===== src/rtl/dp_sequencer.sv =====
// ---------------------------------------------------------------------------
// dp_sequencer
//   Multi-cycle issue controller for the 4x32 register file + ALU32 datapath.
//   It accepts one packed instruction per valid/ready handshake, then walks
//   it through DECODE -> EXEC -> WB. The datapath result and flags are
//   captured in EXEC. The register-file write strobe is raised only in WB,
//   and only when the instruction mode allows the write.
//
//   Instruction layout (MSB..LSB): {mode[1:0], op[OPW-1:0], ra, rb, rd}
//     mode 00 : always write rd
//     mode 01 : write rd only if Overflow is low in EXEC
//     mode 10 : compare, flags only
//     mode 11 : compare, flags only, and set the sticky illegal flag
//
// Ports
//   clk, rst          rising-edge clock; asynchronous active-low reset
//   instr_valid/instr instruction handshake from the source
//   instr_ready       sequencer is idle and can take an instruction
//   clr_flags         synchronous clear of ovf_sticky / illegal
//   Result/Zero/Overflow  datapath ALU outputs
//   ALUControl, addr1/2/3, wr  datapath controls (all registered)
//   busy, done        status: not idle / one-cycle retire pulse
//   result_q, zero_q  Result / Zero captured in EXEC
//   ovf_sticky        OR of Overflow over every EXEC since the last clear
//   illegal           sticky: a mode-11 instruction was executed
// ---------------------------------------------------------------------------
module dp_sequencer #(
  parameter int OPW = 3,
  parameter int AW  = 2,
  parameter int DW  = 32
) (
  input  logic                   clk,
  input  logic                   rst,
  input  logic                   instr_valid,
  input  logic [OPW+3*AW+1:0]    instr,
  output logic                   instr_ready,
  input  logic                   clr_flags,
  input  logic [DW-1:0]          Result,
  input  logic                   Zero,
  input  logic                   Overflow,
  output logic [OPW-1:0]         ALUControl,
  output logic [AW-1:0]          addr1,
  output logic [AW-1:0]          addr2,
  output logic [AW-1:0]          addr3,
  output logic                   wr,
  output logic                   busy,
  output logic                   done,
  output logic [DW-1:0]          result_q,
  output logic                   zero_q,
  output logic                   ovf_sticky,
  output logic                   illegal
);

  localparam int IW = OPW + 3*AW + 2;

  localparam logic [1:0] MODE_ALWAYS = 2'b00;
  localparam logic [1:0] MODE_NOOVF  = 2'b01;
  localparam logic [1:0] MODE_CMP    = 2'b10;
  localparam logic [1:0] MODE_ILL    = 2'b11;

  typedef enum logic [1:0] {
    ST_IDLE   = 2'd0,
    ST_DECODE = 2'd1,
    ST_EXEC   = 2'd2,
    ST_WB     = 2'd3
  } state_t;

  state_t           state_r;
  state_t           next_state_s;

  // Decoded instruction fields (combinational slices of the input bus)
  logic [1:0]       in_mode_s;
  logic [OPW-1:0]   in_op_s;
  logic [AW-1:0]    in_ra_s;
  logic [AW-1:0]    in_rb_s;
  logic [AW-1:0]    in_rd_s;

  logic             accept_s;
  logic             wr_en_s;
  logic             ovf_set_s;
  logic             ill_set_s;

  // Registered outputs and latched state
  logic [1:0]       mode_r;
  logic [OPW-1:0]   alu_ctl_r;
  logic [AW-1:0]    addr1_r;
  logic [AW-1:0]    addr2_r;
  logic [AW-1:0]    addr3_r;
  logic             wr_r;
  logic             busy_r;
  logic             done_r;
  logic             ready_r;
  logic [DW-1:0]    result_r;
  logic             zero_r;
  logic             ovf_r;
  logic             ill_r;

  assign in_mode_s = instr[IW-1 -: 2];
  assign in_op_s   = instr[3*AW +: OPW];
  assign in_ra_s   = instr[2*AW +: AW];
  assign in_rb_s   = instr[AW +: AW];
  assign in_rd_s   = instr[0 +: AW];

  assign instr_ready = ready_r;
  assign ALUControl  = alu_ctl_r;
  assign addr1       = addr1_r;
  assign addr2       = addr2_r;
  assign addr3       = addr3_r;
  assign wr          = wr_r;
  assign busy        = busy_r;
  assign done        = done_r;
  assign result_q    = result_r;
  assign zero_q      = zero_r;
  assign ovf_sticky  = ovf_r;
  assign illegal     = ill_r;

  // FSM state register
  always_ff @(posedge clk or negedge rst) begin
    if (!rst) begin
      state_r <= ST_IDLE;
    end else begin
      state_r <= next_state_s;
    end
  end

  // Next-state logic, handshake acceptance and write-enable decision
  always_comb begin
    next_state_s = state_r;
    accept_s     = 1'b0;
    wr_en_s      = 1'b0;
    case (state_r)
      ST_IDLE: begin
        if (instr_valid && ready_r) begin
          accept_s     = 1'b1;
          next_state_s = ST_DECODE;
        end else begin
          next_state_s = ST_IDLE;
        end
      end
      ST_DECODE: begin
        next_state_s = ST_EXEC;
      end
      ST_EXEC: begin
        next_state_s = ST_WB;
        case (mode_r)
          MODE_ALWAYS: wr_en_s = 1'b1;
          MODE_NOOVF:  wr_en_s = ~Overflow;
          MODE_CMP:    wr_en_s = 1'b0;
          MODE_ILL:    wr_en_s = 1'b0;
          default:     wr_en_s = 1'b0;
        endcase
      end
      ST_WB: begin
        next_state_s = ST_IDLE;
      end
      default: begin
        next_state_s = ST_IDLE;
      end
    endcase
  end

  // Sticky-flag set conditions, evaluated while the instruction is in EXEC
  always_comb begin
    ovf_set_s = 1'b0;
    ill_set_s = 1'b0;
    if (state_r == ST_EXEC) begin
      ovf_set_s = Overflow;
      ill_set_s = (mode_r == MODE_ILL);
    end else begin
      ovf_set_s = 1'b0;
      ill_set_s = 1'b0;
    end
  end

  // Datapath control fields: loaded on accept, held otherwise so the
  // datapath sees stable addresses through DECODE/EXEC/WB and in IDLE
  always_ff @(posedge clk or negedge rst) begin
    if (!rst) begin
      mode_r    <= 2'b00;
      alu_ctl_r <= {OPW{1'b0}};
      addr1_r   <= {AW{1'b0}};
      addr2_r   <= {AW{1'b0}};
      addr3_r   <= {AW{1'b0}};
    end else if (accept_s) begin
      mode_r    <= in_mode_s;
      alu_ctl_r <= in_op_s;
      addr1_r   <= in_ra_s;
      addr2_r   <= in_rb_s;
      addr3_r   <= in_rd_s;
    end
  end

  // Handshake / status outputs derived from the next state so they line
  // up with the state they describe. The write strobe is asserted only in
  // WB; the async reset drops it immediately if a reset lands mid-WB.
  always_ff @(posedge clk or negedge rst) begin
    if (!rst) begin
      ready_r <= 1'b1;
      busy_r  <= 1'b0;
      done_r  <= 1'b0;
      wr_r    <= 1'b0;
    end else begin
      ready_r <= (next_state_s == ST_IDLE);
      busy_r  <= (next_state_s != ST_IDLE);
      done_r  <= (state_r == ST_WB);
      wr_r    <= (state_r == ST_EXEC) && wr_en_s;
    end
  end

  // Result / Zero capture at the end of EXEC
  always_ff @(posedge clk or negedge rst) begin
    if (!rst) begin
      result_r <= {DW{1'b0}};
      zero_r   <= 1'b0;
    end else if (state_r == ST_EXEC) begin
      result_r <= Result;
      zero_r   <= Zero;
    end
  end

  // Sticky flags: a set in the same cycle as clr_flags takes priority
  always_ff @(posedge clk or negedge rst) begin
    if (!rst) begin
      ovf_r <= 1'b0;
      ill_r <= 1'b0;
    end else begin
      if (ovf_set_s) begin
        ovf_r <= 1'b1;
      end else if (clr_flags) begin
        ovf_r <= 1'b0;
      end
      if (ill_set_s) begin
        ill_r <= 1'b1;
      end else if (clr_flags) begin
        ill_r <= 1'b0;
      end
    end
  end

endmodule

===== config.mk =====
export PLATFORM = sky130hd
export DESIGN_NAME = dp_sequencer
export DESIGN_NICKNAME = d
export VERILOG_FILES = /design/src/rtl/dp_sequencer.sv
export SDC_FILE = /design/constraint.sdc
export NUM_CORES = 1
export LEC_CHECK = 0
export ABC_AREA = 1
export BUFFER_PORTS_ARGS = -buffer_cell sky130_fd_sc_hd__clkbuf_2
export CAP_MARGIN = 20
export CELL_PAD_IN_SITES_DETAIL_PLACEMENT = 1
export CELL_PAD_IN_SITES_GLOBAL_PLACEMENT = 1
export CORE_AREA = 10 10 102 104
export CTS_CLUSTER_SIZE = 30
export DETAILED_ROUTE_END_ITERATION = 6
export DIE_AREA = 0 0 112 114
export PLACE_DENSITY_LB_ADDON = 0.05
export SLEW_MARGIN = 5
export SYNTH_ARGS = -nofsm -noshare
export SYNTH_HDL_FRONTEND = slang
export SYNTH_SLANG_ARGS = --single-unit

===== constraint.sdc =====
create_clock -name clk -period 1.3 [get_ports clk]
set_input_delay 0.195 -clock clk [delete_from_list [all_inputs] [get_ports clk]]
set_output_delay 0.195 -clock clk [all_outputs]
set_load 0.05 [all_outputs]

; ---- After elaboration in Yosys (flattened, before gate mapping)
; Index checks and enable logic that the tools add are counted.
[classes]
n_bitwise = 1
muxes = 11
eq_ne = 6
reduce_logical = 9
[op_table]
columns = cell, n
row1 = $mux W1, 9
row2 = $eq A2 B2 Y1 const B, 4
row3 = $pmux W2 S4, 1
row4 = $logic_not A2 Y1, 3
row5 = $reduce_bool A2 Y1, 3
row6 = $eq A2 B1 Y1 const B, 2
row7 = $pmux W1 S3, 1
row8 = $logic_and A1 B1 Y1, 2
row9 = $reduce_or A2 Y1, 1
row10 = $not A1 Y1, 1
[word_totals]
input_bits = 49
output_inout_bits = 48
register_bits = 52
elab_cells = 41

; ---- Logic depth before layout (Yosys ltp)
; Gate-level depths: netlist of the first run.
[depth]
word_depth = 5
depth_mapped = 7
depth_no_buf = 6

; ---- Worst setup path after synthesis of the first run
; No wires, ideal clock.
[synth_timing]
path_kind = register -> register
start = register ready_r (netlist: instr_ready)
end = register alu_ctl_r[0] (netlist: ALUControl[0])
n_path_buf = 1
t_required_ns = 1.182
period_less_slack_ns = 1.213
stages_incl_launch_ff = 5
setup_slack_ns = 0.087
arrival_ns = 1.095
setup_time_ns = 0.118
path_cell_list = dfstp_2 > nand3_2 > buf_6 > nand2_1 > nand2_1
[synth_between]
elab_chain_len = 3
[synth_rtl]
columns = item, line_no
row1 = from (decl), 92  ; logic ready_r;
row2 = from (signal assigned), 203  ; ready_r <= (next_state_s == ST_IDLE);
row3 = $logic_and A1 B1 Y1, 133  ; if (instr_valid && ready_r) begin
row4 = $mux W1, 133
row5 = $mux W1, 131  ; case (state_r)
row6 = to (signal assigned), 180  ; alu_ctl_r <= {OPW{1'b0}};
row7 = to (signal assigned), 186  ; alu_ctl_r <= in_op_s;
row8 = to (decl), 85  ; logic [OPW-1:0] alu_ctl_r;
; Every way passes these cells.
; A chain may end at the register's enable or synchronous reset.

; ---- Worst setup path after layout of the first run
[layout_timing]
start = register ready_r (netlist: instr_ready)
end = output instr_ready
[layout_rtl]
columns = item, line_no
row1 = to (decl), 36  ; output logic instr_ready,
; No word-level cell between the ends.

==> results of run 1 <==
==> metrics by stage <==
| stage | setup TNS, ns | hold WS, ns | setup slack, ns | area [µm²] |
|---|---|---|---|---|
| finish | 0 | 0.08678 | 0.07666 | 2759 |
| detailed placement | -0.002229 | 0.2250 | -0.001275 | 2625 |
| global route | -0.03910 | 0.07377 | -0.01135 | 2759 |
| floorplan | 0 | -0.1006 | 0.08726 | 2044 |
| CTS | -0.05032 | 0.07794 | -0.01142 | 2733 |
| global placement | 0 | 0.2274 | 0.02812 | 2625 |
==> worst min-delay path, stage by stage <==
cell and delay [ns]:
clkbuf_2 0.07, nand2_1 0.04, nand2_1 0.05
==> flip-flops by register name, summed over array words and instances (netlist names), 2 cells and up <==
register    count
state_r         2
addr1           2
result_q       32
ALUControl      3
addr2           2
addr3           2
mode_r          2
==> layer usage <==
| layer | routed length, µm | global-route usage, % | part of all wire [%] |
|---|---|---|---|
| met2 | 2765 | 14.49 | 44 |
| met4 | 65 | 2.538 | 1.0 |
| met5 | 0 | 0 | 0 |
| met3 | 528 | 4.304 | 8.4 |
| met1 | 2962 | 12.68 | 47 |
==> logic make-up (layout without fill, tap and decap cells) <==
family                   Yosys count  count (layout)  synth area share, %
buffers and inverters             17             116                5.385
flip-flops                        52              52                63.71
AO/OA/AOI/OAI                      2               2               0.4896
AND/OR/NAND/NOR                  142             142                27.97
adder cells (fa/ha/maj)            4               4                2.448
==> timing repair <==
action	CTS	global route
resized for setup	3	5
pin swaps	0	1
hold buffers	1	0
endpoints found under the hold margin	51	0
setup buffers	0	1
endpoints found under the setup margin	10	49
==> final cells by class <==
cell class	instances	share of cell area [%]
sequential	52	47.21
multi-input combinational	148	23.36
timing repair buffer	103	20.73
tap	108	4.898
clock buffer	6	2.630
inverter	6	0.9977
clock inverter	1	0.1814
==> cell usage after synthesis <==
cell / number
nand2_1: 126
dfrtp_1: 51
nand4_1: 11
buf_2: 5
inv_1: 5
buf_6: 4
ha_1: 4
buf_4: 2
nor2_1: 2
o21ai_0: 2
dfstp_2: 1
inv_4: 1
nand3_1: 1
nand3_2: 1
nand3b_1: 1
==> worst max path at each step <==
| stage | cells past startpoint | slack [ns] | end | start |
|---|---|---|---|---|
| after floorplan | 4 | 0.09 | ALUControl[0] | instr_ready |
| after global placement | 5 | 0.03 | mode_r[1] | state_r[0] |
| after detailed placement | 5 | -0.001 | addr1[1] | state_r[0] |
| after CTS | 5 | -0.01 | addr2[0] | state_r[0] |
| after global routing | 5 | -0.01 | result_q[31] | state_r[0] |
| final | 1 | 0.08 | instr_ready | instr_ready |
==> results.cfg, run 1 <==
[place]
hpwlAfterDp_um = 4633
portBuffers = 96
place_inst = 415
gp_congestion = 0.6897

[detailed_routing]
drc = 0
postRouteAntennaNets = 0
via_per_inst = 4.127
drtIter0Drc = 61
wire_per_inst_um = 14.91
firstDrtPassIters = 2
routed-via-count = 1750
wirelength_um = 6322

[floorplanning]
rows = 34
start_util_pct = 24.15
dieHeight_um = 114
dieArea_mm2 = 0.01277
die_w_um = 112
core_area_mm2 = 0.008466
pin_count = 97

[min_path]
min_from = Result[10]
hold_end = result_q[10]
hold_path_class = in2reg
min_path_cells = 3

[critical_path]
worstSetupPathType = reg2out
crit_path_max_fanout = 3
crit_slowest_cell = dfstp_2
worstRegToRegCells = 5
timing.rr.end = ovf_sticky
end_kind = output pin
critPathBufInv = 1
worstPathRequired_ns = 1.11
cp_top_family = flip-flops
start_kind = register
critPathArrivalTime_ns = 1.03
r2r_slack_ns = 0.09
regToRegStartpoint = state_r[0]
cpPeakStageDelay_ns = 0.57
worstPathCellList = clkbuf_16

[logic_synthesis]
synth_nets = 270
synth_area_leaders = dfrtp_1, nand2_1, nand4_1
yosysUniqueCellTypes = 15
avgSynthCellArea_um2 = 9.421
synthCells = 217
ys_seq_elements = 52
syn_area_mm2 = 0.002044
synth_top_cell_by_area = dfrtp_1
yosys_warnings = 0
netlist.area_leader.share_pct = 62.42
seq_area_frac_synth_pct = 63.71

[cells_and_area]
regArea_mm2 = 0.001303
most-common-layout-cells = nand2_1, clkbuf_2, dfrtp_1
syn_to_final_growth_pct = 34.95
drive_gt1_share_pct = 35.76
fin_nets = 369
final_core_util_pct = 32.59
final_common_cell = nand2_1
multi_input_area_um2 = 644.4
nFillCells = 1014
diodes = 0
fin_cells = 424

[cts]
cts_buffer_depth = 2
clkSinkCount = 52
cts.clk_slew.worst_paths_ns = 0.09
cts_tree = built
ctsHtreeMaxLevel = 2
insertion_delay_ns = 0.30
root_buffer = clkbuf_8
cts_buffers = 5

[sta]
clock.fmax_mhz = 817.4
post-route-period-util_pct = 94.10
drv_slew = 0
worst_slew_pin_slew_ns = 0.3031
hold_violations = 0
fin_skew_ns = 0.004113
setup_viol = 0
min_period_ns = 1.223
max_slew_margin_pct = 79.80

[run]
cap_violations = 0

[global_routing]
gr-total-overflow = 0
grt_antenna_before_repair = 0
grt_pass1_wl_um = 10260
grt_pass1_vias = 1885
grt_max_degree = 53
track_usage_pct = 9.766

[status]
status = finished, final reports clean
Power of run 1 is left out: the tool's default activity adds up to more than one toggle a clock period on the data nets, which glitch-free logic cannot reach.
==> inputs of run 2 (changes only) <==
--- a/config.mk
+++ b/config.mk
@@ -6,7 +6,6 @@
 export NUM_CORES = 1
 export LEC_CHECK = 0
 export ABC_AREA = 1
-export BUFFER_PORTS_ARGS = -buffer_cell sky130_fd_sc_hd__clkbuf_2
 export CAP_MARGIN = 20
 export CELL_PAD_IN_SITES_DETAIL_PLACEMENT = 1
 export CELL_PAD_IN_SITES_GLOBAL_PLACEMENT = 1
@@ -14,6 +13,7 @@
 export CTS_CLUSTER_SIZE = 30
 export DETAILED_ROUTE_END_ITERATION = 6
 export DIE_AREA = 0 0 112 114
+export DONT_BUFFER_PORTS = 1
 export PLACE_DENSITY_LB_ADDON = 0.05
 export SLEW_MARGIN = 5
 export SYNTH_ARGS = -nofsm -noshare
==> run 2 against run 1 <==
- the run now ends with negative hold slack left
- non-clock buffer count fell by 75
- clock-buffer cell count unchanged
- sequential share of layout area is 4.5 points higher
- via count fell by 15%
- critical path type unchanged
==> results.cfg, run 2 (synthesis gave the netlist of run 1 again) <==
[critical_path]
critPathBufInv = 1
worstPathRequired_ns = 1.11
start_kind = register
end_kind = output pin
crit_slowest_cell = dfstp_2
cpPeakStageDelay_ns = 0.57
critPathArrivalTime_ns = 1.05
worstSetupPathType = reg2out
cp_top_family = flip-flops
worstPathCellList = buf_6
crit_path_max_fanout = 3

[floorplanning]
rows = 34
dieArea_mm2 = 0.01277
start_util_pct = 24.15
core_area_mm2 = 0.008466
pin_count = 97
die_w_um = 112
dieHeight_um = 114

[cts]
cts.clk_slew.worst_paths_ns = 0.10
insertion_delay_ns = 0.30
cts_buffer_depth = 2
clkSinkCount = 52
cts_buffers = 5
root_buffer = clkbuf_8
cts_tree = built
postCtsHoldBufs = 15
ctsHtreeMaxLevel = 2

[cells_and_area]
most-common-layout-cells = nand2_1, dfrtp_1, dlygate4sd3_1
drive_gt1_share_pct = 11.52
diodes = 0
syn_to_final_growth_pct = 23.26
fin_cells = 351
largest_register_ffs = 32
final_common_cell = nand2_1
nFillCells = 987
fin_nets = 295

[detailed_routing]
firstDrtPassIters = 4
via_per_inst = 4.242
drtIter0Drc = 70
postRouteAntennaNets = 0
routed-via-count = 1489
wire_per_inst_um = 17.07
drc = 0
wirelength_um = 5993

[sta]
drv_slew = 0
post-route-period-util_pct = 95.91
max_slew_margin_pct = 65.96
worst_slew_pin_slew_ns = 0.5106
whs_ns = -0.4252
clock.fmax_mhz = 802.1
setup_viol = 0
hold_violations = 52
fin_skew_ns = 0.004195
min_period_ns = 1.247

[min_path]
hold_path_class = in2async

[place]
place_inst = 326
gp_congestion = 0.6947
portBuffers = 0
hpwlAfterDp_um = 4483

[status]
status = complete, but fails checks
violations = negative hold slack

[global_routing]
grt_max_degree = 53
grt_antenna_before_repair = 0
track_usage_pct = 9.070
grt_pass1_vias = 1654
grt_pass1_wl_um = 9259
gr-total-overflow = 0

[run]
cap_violations = 0
==> run 2: changes by cell type in the layout (fill, tap and decap cells not counted) <==
cell and delta:
buf_4 +7, inv_2 +1, nand3_4 +1, dfrtp_1 -1, clkbuf_2 -95, ha_4 +2
bufinv_16 +1, clkbuf_16 -1, inv_1 -1, ha_2 -2, dfrtp_2 +1, dlygate4sd3_1 +14
==> run 2: layout make-up <==
| type | count | area (µm²) | area share, % |
|---|---|---|---|
| sequential | 52 | 1304 | 51.74 |
| multi-input combinational | 149 | 681.9 | 27.06 |
| timing repair buffer | 28 | 264.0 | 10.48 |
| tap | 108 | 135.1 | 5.362 |
| clock buffer | 6 | 72.57 | 2.880 |
| clock inverter | 2 | 35.03 | 1.390 |
| inverter | 6 | 27.53 | 1.092 |
==> run 2: metal layers <==
metal  global-route usage [%]  wire, µm
met1                    9.775      2349
met4                    2.538        62
met5                        0         0
met2                    14.69      2826
met3                    5.564       755
==> run 2: what timing repair did <==
item / CTS / global route
pin swaps: 0 / 1
cloned: 0 / 1
hold endpoints to repair: 68 / 52
setup buffers: 0 / 1
resized for setup: 3 / 7
endpoints found under the setup margin: 47 / 48
==> run 2: per-stage QoR <==
stage / utilization, % / setup slack [ns] / instance area (µm²) / hold WS (ns) / setup TNS (ns)
2_1_floorplan: - / 0.08726 / 2044 / -0.1006 / 0
3_3_place_gp: 25.95 / 0.02166 / 2197 / -0.09868 / 0
3_5_place_dp: 25.95 / -0.08841 / 2197 / -0.09855 / -2.674
4_1_cts: 29.16 / 0.003088 / 2469 / -0.4441 / 0
5_1_grt: 29.77 / -0.004576 / 2520 / -0.4553 / -0.004576
6_report: 29.77 / 0.05322 / 2520 / -0.4252 / 0
==> run 2: final timing paths <==
check,from,to,slack (ns),depth (start not counted)
setup / recovery,instr_ready,instr_ready,0.05,1
hold / removal,rst,result_q[5],-0.43,0
setup reg to reg,state_r[1],instr_ready,0.09,7
hold reg to reg,mode_r[1],wr,0.48,1
max in group asynchronous,rst,instr_ready,1.54,0
min in group clk,Overflow,ovf_sticky,0.01,2
Power of run 2 is left out for the same reason.
==> inputs of run 3 (changes only) <==
--- a/config.mk
+++ b/config.mk
@@ -15,6 +15,7 @@
 export DIE_AREA = 0 0 112 114
 export DONT_BUFFER_PORTS = 1
 export PLACE_DENSITY_LB_ADDON = 0.05
+export SETUP_SLACK_MARGIN = 0.2
 export SLEW_MARGIN = 5
 export SYNTH_ARGS = -nofsm -noshare
 export SYNTH_HDL_FRONTEND = slang
==> run 3 against run 2 <==
- register-to-register slack about the same
- wire length increased by 23%
- highest routed layer unchanged
- core utilization increased by 10 points
- fmax increased by 2.5%
- first-iteration DRC count decreased by 14%
- largest cell class unchanged
- global-route usage increased by 0.99 points
- hold slack got worse by 0.0018 ns
- non-clock buffer count increased by 39
- the run still ends with negative hold slack left
- worst setup slack improved by 0.030 ns
- clock skew increased by 0.0035 ns
- clock-buffer cell count increased by 2
==> results.cfg, run 3 (synthesis gave the netlist of run 1 again) <==
[detailed_routing]
drc = 0
firstDrtPassIters = 3
routed-via-count = 1745
postRouteAntennaNets = 0
wirelength_um = 7394
drtIter0Drc = 60
wire_per_inst_um = 18.77
via_per_inst = 4.429

[critical_path]
crit_path_max_fanout = 6
worstSetupPathType = reg2reg
regToRegStartpoint = state_r[0]
timing.rr.end = result_q[10]
end_kind = register
worstPathRequired_ns = 1.54
worstRegToRegCells = 6
start_kind = register
critPathArrivalTime_ns = 1.45
r2r_slack_ns = 0.08

[global_routing]
gr-total-overflow = 0
grt_pass1_wl_um = 10330
grt_max_degree = 53
met3_usage_pct = 4.462
top_usage_layer = met2
track_usage_pct = 10.06
grtUsageMet2_pct = 17.95
grt_pass1_vias = 1847
grt_antenna_before_repair = 0
use_met1_pct = 10.33

[cells_and_area]
diodes = 0
largest_register_ffs = 32
syn_to_final_growth_pct = 66.16
fin_cells = 394
final_common_cell = nand2_1
fin_nets = 338
most-common-layout-cells = nand2_1, nand2_2, dfrtp_2
drive_gt1_share_pct = 57.69
nFillCells = 913

[floorplanning]
pin_count = 97
rows = 34
dieHeight_um = 114
dieArea_mm2 = 0.01277
core_area_mm2 = 0.008466
die_w_um = 112
start_util_pct = 24.15

[place]
hpwlAfterDp_um = 4604
pre_cts_ws_ns = -0.03304
place_inst = 333
portBuffers = 0
gp_congestion = 0.7479

[cts]
cts.clk_slew.worst_paths_ns = 0.10
insertion_delay_ns = 0.30
root_buffer = clkbuf_8
cts_tree = built
cts_buffer_depth = 2
clkSinkCount = 52
cts_buffers = 5
ctsHtreeMaxLevel = 2

[sta]
rsz0062_at_grt = yes
setup_viol = 0
worst_slew_pin_slew_ns = 0.3155
min_period_ns = 1.216
clock.fmax_mhz = 822.1
max_slew_margin_pct = 78.97
drv_slew = 0
post-route-period-util_pct = 93.57
fin_ws_ns = 0.08364
whs_ns = -0.4269
fin_skew_ns = 0.007706
hold_violations = 53

[status]
status = complete, but fails checks
violations = negative hold slack

[run]
cap_violations = 0

[min_path]
hold_path_class = in2async
run 3: critical path, cell delays in order, from the launching register on:
cell and delay, ns:
dfrtp_1 0.40, inv_2 0.09, ha_4 0.18, buf_12 0.20, clkbuf_16 0.18, nand2_2 0.04
nand2_1 0.05
run 3: area by class of cell:
type / count / area, µm² / area share [%]
Clock buffer: 8 / 100.1 / 2.947
Inverter: 6 / 48.80 / 1.436
Multi-Input combinational cell: 149 / 948.4 / 27.92
Sequential cell: 52 / 1349 / 39.71
Tap cell: 108 / 135.1 / 3.978
Timing Repair Buffer: 67 / 752.0 / 22.14
Timing Repair inverter: 4 / 63.81 / 1.878
run 3: through the flow:
step | utilization [%] | hold WS [ns] | instance area (µm²) | TNS (ns)
floorplan | - | -0.1006 | 2044 | 0
global placement | 26.43 | -0.09861 | 2237 | 0
detailed placement | 26.43 | -0.09861 | 2237 | -0.1604
CTS | 32.21 | -0.4321 | 2726 | 0
global route | 40.13 | -0.4535 | 3397 | 0
finish | 40.13 | -0.4269 | 3397 | 0
run 3: worst max-delay path by stage:
stage	slack [ns]	end	start	cells past startpoint
floorplan	0.09	ALUControl[0]	instr_ready	4
global placement	0.05	addr2[1]	state_r[1]	5
detailed placement	-0.03	ALUControl[1]	state_r[1]	5
CTS	0.07	instr_ready	instr_ready	1
global route	0.02	instr_ready	state_r[0]	8
finish	0.08	result_q[10]	state_r[0]	6
run 3: timing repair:
| item | 4_1_cts | 5_1_grt |
|---|---|---|
| cloned | 4 | 5 |
| pin swaps | 5 | 24 |
| hold buffers | 9 | 19 |
| gates resized for setup | 70 | 98 |
| buffers inserted | 6 | 10 |
| hold endpoints to repair | 62 | 71 |
| setup endpoints to repair | 86 | 61 |
run 3: metal layers:
layer  part of all wire, %  up-vias
li1                      -      807
met1                    38      873
met2                    53       55
met3                   7.7       10
met4                   1.6        0
met5                     0        -
Power of run 3 is left out for the same reason.
